### config.mk
export PLATFORM = sky130hd
export DESIGN_NAME = regfile_write_demux_flat
export DESIGN_NICKNAME = d
export VERILOG_FILES = /design/src/rtl/regfile_write_demux_if.sv /design/src/rtl/regfile_write_demux.sv /design/src/flat_wrapper.sv
export SDC_FILE = /design/constraint.sdc
export NUM_CORES = 1
export LEC_CHECK = 0
export BUFFER_PORTS_ARGS = -buffer_cell sky130_fd_sc_hd__buf_2
export CAP_MARGIN = 20
export CORE_AREA = 2 2 425 427
export DETAILED_ROUTE_END_ITERATION = 6
export DIE_AREA = 0 0 427 429
export PLACE_DENSITY_LB_ADDON = 0.3
export SETUP_SLACK_MARGIN = 0.2
export SLEW_MARGIN = 20
export SYNTH_ARGS = -nofsm -noshare
export SYNTH_HDL_FRONTEND = slang
export SYNTH_SLANG_ARGS = --single-unit
### constraint.sdc
create_clock -name clk -period 5.7 [get_ports clk]
set_input_delay 1.14 -clock clk [delete_from_list [all_inputs] [get_ports clk]]
set_output_delay 1.14 -clock clk [all_outputs]
set_load 0.02 [all_outputs]
### src/rtl/regfile_write_demux_if.sv
// Write-request handshake bundle for the register-file write side.
// Master drives the request, slave answers with ready.
interface regfile_write_demux_if #(
  parameter int WIDTH  = 32,
  parameter int ADDR_W = 5
);
  logic              wr_valid;
  logic              wr_ready;
  logic [ADDR_W-1:0] wr_addr;
  logic [WIDTH-1:0]  wr_data;

  modport master (
    output wr_valid,
    output wr_addr,
    output wr_data,
    input  wr_ready
  );

  modport slave (
    input  wr_valid,
    input  wr_addr,
    input  wr_data,
    output wr_ready
  );
endinterface

### src/rtl/regfile_write_demux.sv
// Buffered register-file write port: FIFO of requests, 1-to-NREGS demux, array.
// Define REGFILE_R0_ZERO_EN to hardwire register 0 to zero.
module regfile_write_demux #(
  parameter int WIDTH     = 32,
  parameter int NREGS     = 32,
  parameter int ADDR_W    = 5,
  parameter int BUF_DEPTH = 2
) (
  input  logic                   clk,
  input  logic                   reset,
  regfile_write_demux_if.slave   wr,
  input  logic                   wr_hold,
  output logic [NREGS-1:0]       wr_en_onehot,
  output logic [NREGS*WIDTH-1:0] regs_flat,
  output logic [1:0]             buf_count,
  output logic                   busy
);

  localparam int PTR_W = (BUF_DEPTH > 1) ? $clog2(BUF_DEPTH) : 1;
  localparam logic [1:0] FULL_CNT = 2'(BUF_DEPTH);
  localparam logic [PTR_W-1:0] LAST_PTR = PTR_W'(BUF_DEPTH - 1);

  logic [ADDR_W-1:0] baddr_q [BUF_DEPTH];
  logic [WIDTH-1:0]  bdata_q [BUF_DEPTH];
  logic [PTR_W-1:0]  head_q, head_d;
  logic [PTR_W-1:0]  tail_q, tail_d;
  logic [1:0]        cnt_q, cnt_d;
  logic [NREGS-1:0]  onehot_q;
  logic [WIDTH-1:0]  regs_q [NREGS];

  logic              push;
  logic              pop;
  logic              keep;
  logic [ADDR_W-1:0] head_addr;
  logic [WIDTH-1:0]  head_data;
  logic [NREGS-1:0]  dec;

  assign wr.wr_ready = !reset && (cnt_q != FULL_CNT);
  assign push        = wr.wr_valid && wr.wr_ready;
  assign pop         = (cnt_q != 2'd0) && !wr_hold;
  assign head_addr   = baddr_q[head_q];
  assign head_data   = bdata_q[head_q];
  assign dec         = NREGS'(1) << head_addr;

`ifdef REGFILE_R0_ZERO_EN
  assign keep = (head_addr != '0);
`else
  assign keep = 1'b1;
`endif

  always_comb begin
    cnt_d  = cnt_q;
    head_d = head_q;
    tail_d = tail_q;
    if (push)
      tail_d = (tail_q == LAST_PTR) ? '0 : tail_q + 1'b1;
    if (pop)
      head_d = (head_q == LAST_PTR) ? '0 : head_q + 1'b1;
    case ({push, pop})
      2'b10:   cnt_d = cnt_q + 2'd1;
      2'b01:   cnt_d = cnt_q - 2'd1;
      default: cnt_d = cnt_q;
    endcase
  end

  // Payload storage needs no reset: entries are only read while counted valid.
  always_ff @(posedge clk) begin
    if (!reset && push) begin
      baddr_q[tail_q] <= wr.wr_addr;
      bdata_q[tail_q] <= wr.wr_data;
    end
  end

  always_ff @(posedge clk) begin
    if (reset) begin
      cnt_q    <= '0;
      head_q   <= '0;
      tail_q   <= '0;
      onehot_q <= '0;
      for (int i = 0; i < NREGS; i++)
        regs_q[i] <= '0;
    end else begin
      cnt_q  <= cnt_d;
      head_q <= head_d;
      tail_q <= tail_d;
      if (pop && keep) begin
        regs_q[head_addr] <= head_data;
        onehot_q          <= dec;
      end else begin
        onehot_q <= '0;
      end
    end
  end

  for (genvar g = 0; g < NREGS; g++) begin : g_flat
    assign regs_flat[g*WIDTH +: WIDTH] = regs_q[g];
  end

  assign wr_en_onehot = onehot_q;
  assign buf_count    = cnt_q;
  assign busy         = (cnt_q != 2'd0);

endmodule
### src/flat_wrapper.sv
// flat-port wrapper written by rule: the top's interface ports become plain ports
module regfile_write_demux_flat 
#(
  parameter int WIDTH     = 32,
  parameter int NREGS     = 32,
  parameter int ADDR_W    = 5,
  parameter int BUF_DEPTH = 2
)
  (clk, reset, wr_hold, wr_en_onehot, regs_flat, buf_count, busy, wr_wr_valid, wr_wr_addr, wr_wr_data, wr_wr_ready);
  regfile_write_demux_if #(.WIDTH(WIDTH), .ADDR_W(ADDR_W)) wr_i ();
  input  logic clk;
  input  logic reset;
  input  logic wr_hold;
  output logic [NREGS-1:0] wr_en_onehot;
  output logic [NREGS*WIDTH-1:0] regs_flat;
  output logic [1:0] buf_count;
  output logic busy;
  input wire logic [$bits(wr_i.wr_valid)-1:0] wr_wr_valid;
  input wire logic [$bits(wr_i.wr_addr)-1:0] wr_wr_addr;
  input wire logic [$bits(wr_i.wr_data)-1:0] wr_wr_data;
  output wire logic [$bits(wr_i.wr_ready)-1:0] wr_wr_ready;
  assign wr_i.wr_valid = wr_wr_valid;
  assign wr_i.wr_addr = wr_wr_addr;
  assign wr_i.wr_data = wr_wr_data;
  assign wr_wr_ready = wr_i.wr_ready;
  regfile_write_demux #(.WIDTH(WIDTH), .NREGS(NREGS), .ADDR_W(ADDR_W), .BUF_DEPTH(BUF_DEPTH)) u_core (.clk(clk), .reset(reset), .wr(wr_i), .wr_hold(wr_hold), .wr_en_onehot(wr_en_onehot), .regs_flat(regs_flat), .buf_count(buf_count), .busy(busy));
endmodule
==> results of run 1 <==
-- logic make-up (layout without fill, tap and decap cells) --
family,count (synthesis),count (layout)
multiplexers,34,34
XOR/XNOR,3,3
adder cells (fa/ha/maj),1,1
other,0,8
AND/OR/NAND/NOR,1156,1156
AO/OA/AOI/OAI,53,53
buffers and inverters,215,1450
flip-flops,1135,1135
-- flip-flops by register name, indices dropped and copies added (netlist names), named ones only --
signal / flops
u_core.wr_en_onehot: 32
u_core.bdata_q: 64
u_core.tail_q: 1
u_core.regs_q: 1024
u_core.buf_count: 2
u_core.head_q: 1
u_core.baddr_q: 10
-- metrics by stage --
step | instance area [um2] | setup slack, ps
after floorplan | 40400 | 741
after global placement | 49400 | 1830
after detailed placement | 49500 | 1790
after CTS | 53600 | 2350
after global routing | 53700 | 2240
final | 53700 | 2410
-- synth_stat cells, types with 3 or more instances --
library cell,count
edfxtp_1,1098
nor2_1,1036
buf_2,116
clkbuf_1,84
nand4_1,42
dfxtp_1,37
mux2_2,33
o31ai_1,33
nor3_1,32
nand4_2,22
o22ai_2,15
buf_4,9
and3b_1,6
nor3b_2,5
and3_1,3
-- routing by layer --
layer	global-route usage [%]	vias to the layer above
met3	4.28	337
met1	24.0	14374
met2	33.7	1471
li1	-	11466
met5	0	-
met4	8.05	4
-- how the worst max path moves through the flow --
| stage | slack (ps) | cells after the start | endpoint |
|---|---|---|---|
| after floorplan | 740 | 6 | u_core.regs_q[25][0] |
| after global placement | 1830 | 6 | u_core.regs_q[18][1] |
| after detailed placement | 1790 | 6 | u_core.regs_q[18][1] |
| after CTS | 2350 | 6 | u_core.regs_q[8][8] |
| after global routing | 2240 | 6 | u_core.regs_q[8][7] |
| final | 2410 | 6 | u_core.regs_q[8][8] |
-- power breakdown --
part | total [uW] | leakage (uW) | switching [uW] | internal (uW)
Combinational | 2680 | 0.00663 | 2150 | 528
Sequential | 9620 | 0.0116 | 133 | 9480
Clock | 8240 | 0.00202 | 3660 | 4580
-- worst min-delay path, cell delays in order, from the launching register on --
cell and delay (ps):
dfxtp_1 320, o31ai_1 60, a21oi_1 60
-- area by class of cell --
| cell class | instances | share of cell area [%] |
|---|---|---|
| timing repair buffer | 1215 | 12.1 |
| clock buffer | 166 | 6.39 |
| clock inverter | 66 | 1.34 |
| inverter | 3 | 0.0303 |
| tap | 2355 | 5.49 |
| sequential | 1135 | 62.8 |
| antenna | 8 | 0.0373 |
| multi-input combinational | 1247 | 11.8 |
==> metrics.txt, run 1 <==
reg-to-reg endpoint=u_core.regs_q[8][8]; post-synth cell types=34; Synth Area in XOR/XNOR=0.0650%; multiplexer share of the synthesized area=0.975%; WHS Path Cells=2; slew at the pin closest to its max-slew limit=1150 ps; final WL=187 mm; flop2flop setup slack=2410 ps; chip height=429 um; Final Max Slew Viols=0; Wirelength per Cell=30.3 um; Setup crit end kind=flip-flop; vias per cell=4.46; DRC=0; final setup fails=0; cell count after synthesis=2,597; worst-skew pair later-pin latency=820 ps; # placed instances=5,953; total die area=183,000 um2; core area=178,000 um2; synthesized flop and latch total=1,135; Yosys top cell by area=edfxtp_1; DR top layer=met5; CTS HTree Levels=4; crit path kind=flip-flop to flip-flop; number of flops mapped to enable cells by yosys=1,098; worst path bufs/invs=3; CP arrival=3710 ps; setup TNS=0 ps; area grow syn2layout=32.9%; reg2reg path depth=6; CTS resizes=0; post-DP HPWL=128 mm; row count=155; most used cell, CP=buf_4; fin util=30.2%; Post-Layout Cell Count=6,195; proportion of layout cells with a drive suffix above 1=39.8%; Hold Buf Count CTS=0; M1 wire length=71.7 mm; Post-synth ARST share=0%; leakage power=0.0202 uW; FF+latch area=33,700 um2; status=finished clean; adder-cell area share of the yosys netlist=0.0310%; routability cong.=0.803; IO Pins=1,101; met3 wire len=13.5 mm; Max Clk Rate=304 MHz; Hold EP=u_core.tail_q; Max stage delay on crit path=770 ps; post-synth top area share=81.6%; worst-case clock buffer depth=3; number of global-route vias before repair=26,079; initial antenna violation count=28; final hold vios=0; clk root buf=clkbuf_16; clock net sink count=1,135; Synth Area per Inst=15.6 um2; IO Port Bufs=1,100; Slew headroom=23.4%; post-CTS setup buffers=0; Final Skew=59.6 ps; nets=3,774; post-synthesis simple-gate area fraction=11.9%; Total GRT Usage=19.7%; most frequent cells in the layout=buf_2, edfxtp_1, nor2_1; Hold Startpoint=u_core.tail_q; RSZ-0062 raised after global routing=false; Worst IR Drop VDD=303 uV; area fraction in compound gates after synthesis=1.15%; Seq/Total Area, Yosys=83.4%; CP max-delay cell=nor3b_2; first-pass GRT wire length=241 mm; commonest non-fill, non-tap cell in the layout=buf_2; antenna viol nets, final=0; Num CTS Buffers=130; max cap viols=0; Fin Hold WS=493 ps; largest family of logic cells by synthesized area=simple AND/OR/NAND/NOR gates; DR pass1 iterations=7; Final min period=3290 ps; fill count=18,035; die width=427 um; main flop type after synthesis=edfxtp_1; wire length on met2=94.3 mm; CP startpoint kind=flip-flop; Syn Nets=2,639; critical path data required time=6120 ps; TritonCTS clock tree=yes; clk slew on worst S/H paths=60 ps; cells along the critical path=buf_4 > nor3b_2 > nor2_4 > buf_4 > o31ai_4 > buf_4; largest net degree at the start of global routing=65; Top delay family on crit path=buffers and inverters; Initial Util=22.7%; CP Max Fanout=32; area of the multi-input gates=6360 um2; DRT iter0 DRCs=2,805; worst hold path type=flip-flop to flip-flop; Via Count=27,652; Overflow after GRT=0; Synth area leaders=edfxtp_1, nor2_1, dfxtp_1; period utilisation layout=57.7%; overall power=20,500 uW; Post-Syn Area=40,400 um2; PD cells=382 nW/um2; Ys Warns=0
Note: power is estimated with default switching activity, not from simulation.
==> run 2: changes to the inputs <==
--- a/config.mk
+++ b/config.mk
@@ -5,11 +5,12 @@
 export SDC_FILE = /design/constraint.sdc
 export NUM_CORES = 1
 export LEC_CHECK = 0
+export ABC_AREA = 1
 export BUFFER_PORTS_ARGS = -buffer_cell sky130_fd_sc_hd__buf_2
 export CAP_MARGIN = 20
-export CORE_AREA = 2 2 425 427
+export CORE_AREA = 2 2 427 429
 export DETAILED_ROUTE_END_ITERATION = 6
-export DIE_AREA = 0 0 427 429
+export DIE_AREA = 0 0 429 431
 export PLACE_DENSITY_LB_ADDON = 0.3
 export SETUP_SLACK_MARGIN = 0.2
 export SLEW_MARGIN = 20
==> constraint.sdc (replaced) <==
create_clock -name clk -period 3.4 [get_ports clk]
set_input_delay 0.68 -clock clk [delete_from_list [all_inputs] [get_ports clk]]
set_output_delay 0.68 -clock clk [all_outputs]
set_load 0.02 [all_outputs]
==> run 2 against run 1 <==
Net effect:
- clock skew fell by 26 ps
- non-clock buffer count rose by 23
- global-route usage fell by 1.3 points
- final cell count rose by 0.82%
- register-to-register slack got worse by 1600 ps
- die area rose by 0.94%
- worst hold slack got worse by 390 ps
- wire length fell by 5.5%
- combinational power rose by 34%
- core utilization fell by 0.36 points
- largest cell class unchanged
==> metrics.txt, run 2 <==
FF+latch area=33,700 um2; worst-case clock buffer depth=3; Syn Nets=2,635; clk slew on worst S/H paths=60 ps; cell with the most instances after synthesis=edfxtp_1; Final Skew=33.6 ps; Num CTS Buffers=121; Post-DP Area=49,700 um2; Final Max Slew Viols=0; status=finished clean; DRT iter0 DRCs=2,269; final WL=177 mm; total die area=185,000 um2; Yosys top cell by area=edfxtp_1; CP arrival=3090 ps; synthesized flop and latch total=1,135; Setup crit end kind=flip-flop; Max Clk Rate=379 MHz; most used cell, CP=buf_4; area of the multi-input gates=5830 um2; post-DP HPWL=123 mm; DR pass1 iterations=5; slew at the pin closest to its max-slew limit=874 ps; Synth area leaders=edfxtp_1, nor2_1, buf_6; Design Area, Final=53,700 um2; Post-Syn Area=40,900 um2; clk root buf=clkbuf_16; proportion of layout cells with a drive suffix above 1=41.5%; Seq/Total Area, Yosys=82.5%; number of flops mapped to enable cells by yosys=1,098; Hold Startpoint=wr_wr_data[1]; Max stage delay on crit path=640 ps; PD cells=613 nW/um2; leakage power=0.0229 uW; fill count=18,383; Slew headroom=40.5%; first-pass GRT wire length=231 mm; final hold vios=0; critical path data required time=3850 ps; CTS resizes=0; period utilisation layout=77.6%; DRC=0; post-synth top area share=80.7%; final setup fails=0; Synth Area per Inst=15.8 um2; flop2flop setup slack=760 ps; CP max-delay cell=buf_4; RSZ-0062 raised after global routing=false; commonest non-fill, non-tap cell in the layout=buf_2; vias per cell=4.25; crit path kind=flip-flop to flip-flop; core area=180,000 um2; worst-skew pair later-pin latency=780 ps; cells along the critical path=buf_4 > mux2i_4 > buf_4 > nor2_1; post-CTS setup buffers=0; WHS Path Cells=1; TritonCTS clock tree=yes; cell count after synthesis=2,593; number of global-route vias before repair=25,505; reg2reg path depth=4; antenna viol nets, final=0; sw power=8860 uW; Sw Ratio=26.9%; Post-synth ARST share=0%; Final min period=2640 ps; most frequent cells in the layout=buf_2, edfxtp_1, nor2_1; Commonest cells post-synth=edfxtp_1, nor2_1, buf_6, buf_2, nand2_1; Overflow after GRT=0; nets=3,796; Comb pwr share=10.9%; CTS HTree Levels=3; setup TNS=0 ps; initial antenna violation count=32; Via Count=26,529; worst hold path type=primary input to flip-flop; max cap viols=0; Worst IR Drop VDD=556 uV; max reg flops=1,024; die width=429 um; clock net sink count=1,135; Ys Warns=0; row count=156; Clock power frac=40.5%; chip height=431 um; Top reg by flops=u_core.regs_q; Flop pwr share=48.5%; IO Port Bufs=1,100; main flop type after synthesis=edfxtp_1; P_int=24,000 uW; routability cong.=0.789; post-synth cell types=27; CP Max Fanout=24; area grow syn2layout=31.4%; Wirelength per Cell=28.4 um; Hold Buf Count CTS=0; Total GRT Usage=18.5%; CP startpoint kind=flip-flop; largest net degree at the start of global routing=38; IO Pins=1,101; Initial Util=22.7%
## run 2: cell types whose count changed after synthesis, moves of 22 or more
cell      before  now
buf_6          2   97
nand4_1       42    1
mux2i_1        0   32
nand4_2       22    0
nor2_1      1036  983
clkbuf_1      84    9
inv_1          2   37
mux2_2        33    0
nand2_4        0   32
nor2_2         0   54
nand2_1        0   64
buf_2        116   90
o31ai_1       33    0
nor3_1        32    0
## run 2: layer usage
metal | track usage, % | share of wire [%] | vias to the layer above
li1 | - | - | 11221
met1 | 22.0 | 38 | 13729
met2 | 32.3 | 51 | 1315
met3 | 4.32 | 7.5 | 264
met4 | 7.00 | 3.7 | 0
met5 | 0 | 0 | -
## run 2: layout make-up
| class | count | share of cell area [%] |
|---|---|---|
| inverters | 45 | 0.326 |
| multi-input cells | 1213 | 10.9 |
| flip-flops and latches | 1135 | 62.8 |
| clock inverters | 79 | 1.43 |
| clock buffers | 151 | 5.98 |
| diodes | 15 | 0.0699 |
| well taps | 2370 | 5.52 |
| repair buffers | 1238 | 13.0 |
## run 2: critical path, delay by kind of cell (launching register included)
kind	cells	cell delay, ps
multiplexers	1	360
flip-flops	1	450
AND/OR/NAND/NOR	1	110
buffers and inverters	2	1270
## run 2: final timing paths
kind	endpoint
min	u_core.bdata_q[0][1]
min reg2reg	flip-flop
max	u_core.regs_q[16][5]
max reg2reg	u_core.regs_q[16][5]
## run 2: power by group through the flow
stage                     Combinational (uW)  Sequential [uW]  Clock, uW
after global routing                    3730            16000      14100
final                                   3590            16000      13300
after global placement                  3680            16300          0
after floorplan                          936            16900          0
after CTS                               3700            16000      13700
after detailed placement                3690            16300          0
## run 2: cell families after synthesis
family | share of synthesized area [%]
adder cells (fa/ha/maj) | 0.0306
AO/OA/AOI/OAI | 0.181
flip-flops | 82.5
multiplexers | 0.784
buffers and inverters | 4.38
AND/OR/NAND/NOR | 12.1
## run 2: through the flow
| step | hold slack (ps) | std cells | total power [uW] | worst slack [ps] | utilization (%) |
|---|---|---|---|---|---|
| 2_1_floorplan | 439 | 2593 | 17800 | 462 | - |
| 3_3_place_gp | 451 | 5999 | 19900 | 460 | 27.5 |
| 3_5_place_dp | 465 | 6001 | 20000 | 471 | 27.6 |
| 4_1_cts | 5.46 | 6231 | 33300 | 754 | 29.8 |
| 5_1_grt | 46.1 | 6239 | 33900 | 689 | 29.8 |
| 6_report | 107 | 6246 | 32900 | 762 | 29.8 |
